[src/rtl/digitalclock_pkg.sv]
// digitalclock_pkg: mode encoding shared with the mode FSM, plus time field limits.
package digitalclock_pkg;
   typedef enum logic [1:0] {
      MODE_RUN       = 2'b00,
      MODE_SET_HOURS = 2'b01,
      MODE_SET_MIN   = 2'b10
   } clk_mode_t;
   localparam int SEC_MAX = 59;
   localparam int MIN_MAX = 59;
endpackage

[src/rtl/digitalclock_timekeeper_if.sv]
// digitalclock_timekeeper_if: mode/button inputs and BCD display outputs of the timekeeper.
interface digitalclock_timekeeper_if;
   logic [1:0] state_enum;
   logic       inc;
   logic [3:0] hr_tens, hr_ones, min_tens, min_ones, sec_tens, sec_ones;
   logic       sec_tick;
   modport master (
      output state_enum, inc,
      input  hr_tens, hr_ones, min_tens, min_ones, sec_tens, sec_ones, sec_tick
   );
   modport slave (
      input  state_enum, inc,
      output hr_tens, hr_ones, min_tens, min_ones, sec_tens, sec_ones, sec_tick
   );
endinterface

[src/rtl/digitalclock_bcd_counter.sv]
// digitalclock_bcd_counter: two-digit BCD counter 0..MAX; wrap flags the enabled MAX->0 step.
module digitalclock_bcd_counter #(
   parameter int MAX = 59
) (
   input  logic       clk,
   input  logic       rst,
   input  logic       clr,
   input  logic       en,
   output logic [3:0] tens,
   output logic [3:0] ones,
   output logic       wrap
);
   assign wrap = en && tens == 4'(MAX / 10) && ones == 4'(MAX % 10);
   always_ff @(posedge clk or negedge rst)
      if (!rst) begin
         tens <= '0;
         ones <= '0;
      end else if (clr || wrap) begin
         tens <= '0;
         ones <= '0;
      end else if (en) begin
         ones <= ones == 4'd9 ? 4'd0 : ones + 4'd1;
         tens <= ones == 4'd9 ? tens + 4'd1 : tens;
      end
endmodule

[src/rtl/digitalclock_timekeeper.sv]
// digitalclock_timekeeper: HH:MM:SS BCD timekeeping with 1 Hz prescaler and per-press field setting.
module digitalclock_timekeeper
   import digitalclock_pkg::*;
#(
   parameter int CLK_HZ   = 50_000_000,
   parameter int HOUR_MAX = 23
) (
   input logic                     clk,
   input logic                     rst,
   digitalclock_timekeeper_if.slave bus
);
   localparam int PW = $clog2(CLK_HZ);
   clk_mode_t     mode;
   logic          run, set_h, set_m, inc_q, inc_rise, pre_wrap;
   logic          sec_wrap, min_wrap, min_en, hr_en, unused_hr_wrap;
   logic [PW-1:0] pre;
   always_comb begin
      mode     = clk_mode_t'(bus.state_enum);
      set_h    = mode == MODE_SET_HOURS;
      set_m    = mode == MODE_SET_MIN;
      run      = !set_h && !set_m;
      inc_rise = bus.inc && !inc_q;
      pre_wrap = run && pre == PW'(CLK_HZ - 1);
      min_en   = run ? sec_wrap : set_m && inc_rise;
      hr_en    = run ? min_wrap : set_h && inc_rise;
   end
   // Set modes pin the prescaler at 0 so RUN always restarts a full second.
   always_ff @(posedge clk or negedge rst)
      if (!rst) begin
         pre          <= '0;
         inc_q        <= 1'b0;
         bus.sec_tick <= 1'b0;
      end else begin
         pre          <= (pre_wrap || !run) ? '0 : pre + 1'b1;
         inc_q        <= bus.inc;
         bus.sec_tick <= pre_wrap;
      end
   digitalclock_bcd_counter #(.MAX(SEC_MAX)) u_sec (
      .clk(clk), .rst(rst), .clr(!run), .en(pre_wrap),
      .tens(bus.sec_tens), .ones(bus.sec_ones), .wrap(sec_wrap)
   );
   digitalclock_bcd_counter #(.MAX(MIN_MAX)) u_min (
      .clk(clk), .rst(rst), .clr(1'b0), .en(min_en),
      .tens(bus.min_tens), .ones(bus.min_ones), .wrap(min_wrap)
   );
   digitalclock_bcd_counter #(.MAX(HOUR_MAX)) u_hr (
      .clk(clk), .rst(rst), .clr(1'b0), .en(hr_en),
      .tens(bus.hr_tens), .ones(bus.hr_ones), .wrap(unused_hr_wrap)
   );
endmodule

[src/flat_wrapper.sv]
// flat-port wrapper written by rule: the top's interface ports become plain ports
module digitalclock_timekeeper_flat import digitalclock_pkg::*;
#(
   parameter int CLK_HZ   = 50_000_000,
   parameter int HOUR_MAX = 23
)
  (clk, rst, bus_state_enum, bus_inc, bus_hr_tens, bus_hr_ones, bus_min_tens, bus_min_ones, bus_sec_tens, bus_sec_ones, bus_sec_tick);
  digitalclock_timekeeper_if bus_i ();
  input logic clk;
  input logic rst;
  input wire logic [$bits(bus_i.state_enum)-1:0] bus_state_enum;
  input wire logic [$bits(bus_i.inc)-1:0] bus_inc;
  output wire logic [$bits(bus_i.hr_tens)-1:0] bus_hr_tens;
  output wire logic [$bits(bus_i.hr_ones)-1:0] bus_hr_ones;
  output wire logic [$bits(bus_i.min_tens)-1:0] bus_min_tens;
  output wire logic [$bits(bus_i.min_ones)-1:0] bus_min_ones;
  output wire logic [$bits(bus_i.sec_tens)-1:0] bus_sec_tens;
  output wire logic [$bits(bus_i.sec_ones)-1:0] bus_sec_ones;
  output wire logic [$bits(bus_i.sec_tick)-1:0] bus_sec_tick;
  assign bus_i.state_enum = bus_state_enum;
  assign bus_i.inc = bus_inc;
  assign bus_hr_tens = bus_i.hr_tens;
  assign bus_hr_ones = bus_i.hr_ones;
  assign bus_min_tens = bus_i.min_tens;
  assign bus_min_ones = bus_i.min_ones;
  assign bus_sec_tens = bus_i.sec_tens;
  assign bus_sec_ones = bus_i.sec_ones;
  assign bus_sec_tick = bus_i.sec_tick;
  digitalclock_timekeeper #(.CLK_HZ(CLK_HZ), .HOUR_MAX(HOUR_MAX)) u_core (.clk(clk), .rst(rst), .bus(bus_i));
endmodule
[config.mk]
export PLATFORM = sky130hd
export DESIGN_NAME = digitalclock_timekeeper_flat
export DESIGN_NICKNAME = d
export VERILOG_FILES = /design/src/rtl/digitalclock_pkg.sv /design/src/rtl/digitalclock_timekeeper_if.sv /design/src/rtl/digitalclock_bcd_counter.sv /design/src/rtl/digitalclock_timekeeper.sv /design/src/flat_wrapper.sv
export SDC_FILE = /design/constraint.sdc
export NUM_CORES = 1
export LEC_CHECK = 0
export BUFFER_PORTS_ARGS = -buffer_cell sky130_fd_sc_hd__clkbuf_2
export CAP_MARGIN = 10
export CORE_MARGIN = 8
export CORE_UTILIZATION = 35
export DETAILED_ROUTE_END_ITERATION = 8
export PLACE_DENSITY = 0.61
export REMOVE_ABC_BUFFERS = 1
export SLEW_MARGIN = 25
export SYNTH_ARGS = -nofsm -noshare
export SYNTH_HDL_FRONTEND = slang
export SYNTH_SLANG_ARGS = --single-unit
export TNS_END_PERCENT = 100
[constraint.sdc]
create_clock -name clk -period 2.4 [get_ports clk]
set_input_delay 0.48 -clock clk [delete_from_list [all_inputs] [get_ports clk]]
set_output_delay 0.48 -clock clk [all_outputs]
set_load 0.05 [all_outputs]
### Yosys cells after proc, flatten, opt, wreduce, memory -nomap -nowiden

Index checks and enable logic that the tools add are counted.

* $add $sub $neg: 7
* equality and inequality tests: 10
* mux-type cells: 21
* reductions and logical operators: 26

Operators with widths (count)
* $mux W4: 18
* $add A26 B1 Y26 const B: 1
* $eq A26 B26 Y1 const B: 1
* $mux W26: 1
* $add A4 B1 Y4 const B: 6
* $eq A4 B4 Y1 const B: 3
* $reduce_bool A2 Y1: 6
* $logic_and A1 B1 Y1: 11
* $eq A4 B2 Y1 const B: 2
* $eq A4 B3 Y1 const B: 2
* $reduce_and A2 Y1: 3
* $logic_not A1 Y1: 4
* $eq A2 B1 Y1 const B: 1
* $eq A2 B2 Y1 const B: 1
* $logic_or A1 B1 Y1: 2
* $mux W1: 2

* register bits: 52
* input port bits: 5
* output and inout port bits: 25
* logic and storage cells: 73

### Depth between registers and ports, before layout

* depth in word-level cells: 14
* mapped depth: 8
* mapped depth without buffers: 7

### By module

Synthesis repeated with hierarchy kept, for this count alone.

* cells, all modules: 322
* area total of the unflattened synthesis: 3056.7 um^2

Modules (own cells, without submodules)
* digitalclock_timekeeper: instances 1, cells each 171, area an instance 1562.7 um^2, seq. area each 700.7 um^2
* digitalclock_bcd_counter (u_core.u_min ...): instances 2, cells each 51, area an instance 504.2 um^2, seq. area each 200.2 um^2
* digitalclock_bcd_counter (u_core.u_hr): instances 1, cells each 49, area an instance 485.5 um^2, seq. area each 200.2 um^2

### Least setup slack after synthesis

OpenSTA, ideal clock, no wires.

* path kind: reg-to-reg
* from: register u_core.u_sec.ones[0]
* to: register u_core.u_hr.ones[0]
* library setup time: 125 ps
* arrival: 2658 ps
* data required time: 2275 ps
* setup slack: -383 ps
* cell stages (with the launch flop): 7
* path buffers: 0
* period minus slack after synthesis: 2783 ps
* path through: dfrtp_1 -> ha_1 -> nand3b_1 -> or4b_2 -> nor4_4 -> or2_1 -> mux2_2

* word-level cells in the longest chain between the ends: 9
* elaborated cells on any way between the ends: 10
* classes of those cells: 1 x eq/ne; 3 x mux; 6 x reduce/logical

RTL lines
* from (decl): RTL line digitalclock_bcd_counter.sv:10 `output logic [3:0] ones,`
* from (signal assigned): RTL line digitalclock_bcd_counter.sv:22 `ones <= ones == 4'd9 ? 4'd0 : ones + 4'd1;`
* $eq A4 B4 Y1 (*): RTL line digitalclock_bcd_counter.sv:13 `assign wrap = en && tens == 4'(MAX / 10) && ones == 4'(MAX % 10);`
* $logic_and A1 B1 Y1 (*): RTL line digitalclock_bcd_counter.sv:13
* $mux W1 (*): RTL line digitalclock_timekeeper.sv:24 `min_en = run ? sec_wrap : set_m && inc_rise;`
* $logic_and A1 B1 Y1 (*) (2 in a row): RTL line digitalclock_bcd_counter.sv:13
* $mux W1 (*): RTL line digitalclock_timekeeper.sv:25 `hr_en = run ? min_wrap : set_h && inc_rise;`
* $logic_and A1 B1 Y1 (2 in a row): RTL line digitalclock_bcd_counter.sv:13
* $mux W4 / $reduce_bool A2 Y1 (equally long branches)
* to (signal assigned): RTL line digitalclock_bcd_counter.sv:22
* to (decl): RTL line digitalclock_bcd_counter.sv:10

Every way passes the cells marked *; elsewhere a longest branch is shown, timed or not.
A chain may end at the register's enable or synchronous reset.

### Final worst setup path

* from: register u_core.pre[10]
* to: register u_core.u_hr.ones[2]

* word-level cells in the longest chain between the ends: 11
* elaborated cells on any way between the ends: 12
* classes of those cells: 1 x eq/ne; 3 x mux; 8 x reduce/logical

RTL lines
* from (decl): RTL line digitalclock_timekeeper.sv:16 `logic [PW-1:0] pre;`
* from (signal assigned): RTL line digitalclock_timekeeper.sv:34 `pre <= (pre_wrap || !run) ? '0 : pre + 1'b1;`
* $eq A26 B26 Y1 (*): RTL line digitalclock_timekeeper.sv:23 `pre_wrap = run && pre == PW'(CLK_HZ - 1);`
* $logic_and A1 B1 Y1 (*): RTL line digitalclock_timekeeper.sv:23
* $logic_and A1 B1 Y1 (*) (2 in a row): RTL line digitalclock_bcd_counter.sv:13
* $mux W1 (*): RTL line digitalclock_timekeeper.sv:24
* $logic_and A1 B1 Y1 (*) (2 in a row): RTL line digitalclock_bcd_counter.sv:13
* $mux W1 (*): RTL line digitalclock_timekeeper.sv:25
* $logic_and A1 B1 Y1 (2 in a row): RTL line digitalclock_bcd_counter.sv:13
* $mux W4 / $reduce_bool A2 Y1 (equally long branches)

Marked as above.

==> metrics.md <==
| Metric | Value |
|---|---|
| Least-Margin Pin Slew | `0.668 ns` |
| Fraction of registers with async set/reset | `100%` |
| Worst setup SP type | `flip-flop` |
| Share of the yosys chip area belonging to registers | `between 40% and 50%` |
| Worst min path class | `input pin to asynchronous set/reset pin` |
| Floorplan core area | `0.00805 mm2` |
| Total area of multi-input combinational cells | `0.00151 mm2` |
| Num ports | `30` |
| Number of warnings reported in the yosys synthesis log | `0` |
| Clock Path Buffers | `2` |
| Post-synthesis average cell area | `between 9 and 10 um2` |
| Endpoint class of the critical path | `flip-flop` |
| Area share of the largest cell type after synthesis | `45.7%` |
| Flop and latch count out of synthesis | `between 50 and 60` |
| Total standard cell area after synthesis | `~0.0028 mm2` |
| Maximum number of pins on one net before global-route repair | `53` |
| Net switching power of the design | `slightly above 0.8 mW` |
| Clock tree from TritonCTS | `yes` |
| Final hold violation count | `0` |
| Number of nets with antenna violations after routing | `0` |
| Number of distinct library cells after synthesis | `just under 50` |
| Highest achievable clock rate | `roughly 430 MHz` |
| Global placer's final weighted congestion | `about 0.76` |
| Violation count after the first detailed-routing iteration | `between 80 and 90` |
| Vias in the first global route | `around 2.3k` |
| Number of violations of the max-capacitance limit | `0` |
| Non-filler cells in the finished layout | `469` |
| Sequential Area | `approximately 0.0013 mm2` |
| Global-route wire length before repair | `roughly 11 mm` |
| Number of input and output port buffers inserted | `29` |
| Minimum period implied by the final worst setup slack | `about 2.3 ns` |
| Share of power burned in combinational logic | `between 30% and 40%` |
| Source-to-sink clock delay at the later pin of the worst-skew pair | `approximately 0.31 ns` |
| Vias per cell | `5.03` |
| Count of inserted antenna diode cells | `0` |
| PwrDens | `roughly 650 mW/mm2` |
| Post-Route Utilization | `44.5%` |
| Top_reg_cell synth | `sky130_fd_sc_hd__dfrtp_1` |
| Total number of vias | `roughly 2.4k` |
| Post-layout nets | `between 300 and 400` |
| CTS buffer count | `5` |
| Total detailed-routing wirelength | `~6.3 mm` |
| Lkg Pwr | `about 1.7 nW` |
| Number of synthesized flops with an enable pin | `0` |
| Growth of design area from synthesis to finish | `26.0%` |
| Peak per-stage delay on the critical path | `between 0.5 and 0.6 ns` |
| Share of total power in sequential cells | `between 40 and 50%` |
| Proportion of power drawn by the clock network | `25.9%` |
| Wire length per cell | `~13 um` |
| Filler cell count in the final layout | `approximately 760` |
| Global route total overflow | `0` |
| Horizontal die dimension | `106 um` |
| Number of pins with negative max-slew slack in the final report | `0` |
| Skew final | `around 0.013 ns` |
| Dominant cell by count in the synthesized netlist | `sky130_fd_sc_hd__dfrtp_1` |
| Logic depth of the worst register-to-register path | `6` |
| Run status | `finished, final reports clean` |
| Peak supply drop | `about 0.00035 V` |
| Clock transition at the register clock pins on the worst setup and hold paths after CTS | `0.10 ns` |
| Tightest slew margin relative to the limit | `55.5%` |
| Setup-failing EPs final | `0` |
| Number of cells produced by synthesis | `around 290` |
| Placed instance area | `between 0.003 and 0.004 mm2` |
| Maximum fanout along the worst path | `5` |
| Fraction of layout cells with a size suffix above 1 | `a little over a quarter` |
| Post-route DRC | `0` |
| Final Cycle Share | `97.9%` |
| Net switching share of the total power | `a little over a third` |
| Most Frequent Cell on Critical Path | `sky130_fd_sc_hd__or4_4` |
| Library cell used as clock root buffer | `sky130_fd_sc_hd__clkbuf_8` |
| Cell Rows | `33` |
| Overall die area | `between 0.01 and 0.015 mm2` |
| Number of detailed-route iterations in the first pass | `4` |
| Cell chain of the critical path | `or4_4 -> or4_4 -> nor4_4 -> buf_4 -> o21ai_1 -> mux2_2` |
| Type of the worst setup path | `flip-flop to flip-flop` |
| Chip Height | `106 um` |
| Final std cell area, no fill | `around 0.0036 mm2` |
| Effective utilization at floorplan | `35.3%` |
| Number of antenna violations at the first check in global routing | `0` |
| Depth of the CTS H-tree | `2` |
| Data arrival time of the critical path | `between 2 and 3 ns` |
| Largest area contributor in the synthesized netlist | `sky130_fd_sc_hd__dfrtp_1` |
| Internal power of the cells | `~1.5 mW` |
| Number of cells in the design after placement | `456` |
| Leading post-synthesis cells by instance count | `sky130_fd_sc_hd__dfrtp_1 (52), sky130_fd_sc_hd__nor2_1 (48), sky130_fd_sc_hd__nand2_1 (18), sky130_fd_sc_hd__xor2_1 (18), sky130_fd_sc_hd__nand3_1 (17)` |
| Required time reported for the critical path endpoint | `~2.6 ns` |
| Combined global-route utilization of all metal layers | `a little under an eighth` |
| Number of clock sinks | `52` |
| Worst-path cell with the longest stage delay | `sky130_fd_sc_hd__or4_4` |
| Cells taking the most area after synthesis | `sky130_fd_sc_hd__dfrtp_1 (46%), sky130_fd_sc_hd__ha_1 (6.6%), sky130_fd_sc_hd__nor2_1 (6.3%)` |
| Post-detail-place hpwl | `~4.6 mm` |
## cell type report
| cell class | count | share of cell area (%) |
|---|---|---|
| well taps | 105 | 3.66 |
| repair buffers | 72 | 13.5 |
| multi-input cells | 219 | 42.2 |
| inverters | 13 | 1.36 |
| clock inverters | 2 | 0.977 |
| clock buffers | 6 | 2.02 |
| flip-flops and latches | 52 | 36.3 |
## cells in the final DEF, fill, tap and decap left out, drive strengths merged, types with 4 or more instances in the layout
cell	Yosys	layout
dfrtp	52	52
a21oi	4	4
mux2	9	9
nand2	18	18
o211ai	4	4
and3	8	8
nand3b	5	5
xor2	18	18
nand4	11	11
nor3	4	4
xnor2	10	10
ha	15	15
nand3	17	17
buf	0	43
clkbuf	5	35
inv	12	12
nor4	4	4
o21ai	5	5
nor2	48	48
or3	4	4
## cell families (layout without fill, tap and decap cells)
kind of cell	count (synthesis)	in the layout	synth area share (%)
buf+inv	18	93	2.37
xor+xnor	28	28	8.62
flops	52	52	45.7
fa+ha+maj	15	15	6.60
compound gates	31	31	7.78
mux	10	10	3.91
simple gates	135	135	25.0
## power by group through the flow
stage | Sequential (mW) | Combinational [mW] | Clock, mW
finish | 1.02 | 0.703 | 0.600
global route | 1.03 | 0.767 | 0.656
CTS | 1.01 | 0.689 | 0.626
detailed placement | 1.03 | 0.687 | 0
global placement | 1.03 | 0.671 | 0
floorplan | 1.25 | 0.238 | 0
## path summary, 6_finish.rpt
check	slack, ns	startpoint	end
hold reg to reg	0.49	u_core.pre[0]	u_core.pre[0]
min in group clk	0.31	bus_inc	u_core.inc_q
setup reg to reg	0.05	u_core.pre[10]	u_core.u_hr.ones[2]
max in group asynchronous	1.66	rst	u_core.pre[16]
hold / removal	0.29	rst	u_core.u_hr.tens[3]
setup / recovery	0.05	u_core.pre[10]	u_core.u_hr.ones[2]
## state kept, by name, indices dropped and copies added, names as in the netlist
| signal | flops |
|---|---|
| u_core.inc_q | 1 |
| u_core.u_min.ones | 4 |
| u_core.u_sec.ones | 4 |
| u_core.u_hr.tens | 4 |
| u_core.bus.sec_tick | 1 |
| u_core.u_sec.tens | 4 |
| u_core.u_min.tens | 4 |
| u_core.pre | 26 |
| u_core.u_hr.ones | 4 |
## worst max-delay path: cells and delay by family (launching register included)
| family | cells | cell delay [ns] |
|---|---|---|
| compound gates | 1 | 0.07 |
| buf+inv | 1 | 0.17 |
| flops | 1 | 0.39 |
| mux | 1 | 0.27 |
| simple gates | 3 | 1.34 |
## per-layer routing
layer,share of wire (%),GRT usage [%],vias up,wire length [um]
li1,-,-,1174,-
met1,49,15.1,1150,3120
met2,46,18.5,33,2900
met3,3.7,2.72,4,232
met4,1.1,3.32,0,72
met5,0,0,-,0
## metrics by stage
stage	hold WS, ns	worst slack (ns)	setup TNS, ns	power [mW]
floorplan	0.184	-0.383	-3.09	1.49
global placement	0.475	-0.0933	-0.245	1.70
detailed placement	0.486	-0.124	-0.368	1.72
CTS	0.292	0.00108	0	2.33
global route	0.287	-0.00369	-0.00735	2.45
finish	0.286	0.0504	0	2.32
## repair_timing
action / in CTS / in global routing
hold buffers: 0 / 0
setup endpoints to repair: 7 / 10
pin swaps: 2 / 5
setup buffers: 1 / 4
gates resized for setup: 2 / 8
Power figures use the tool's default switching activity.
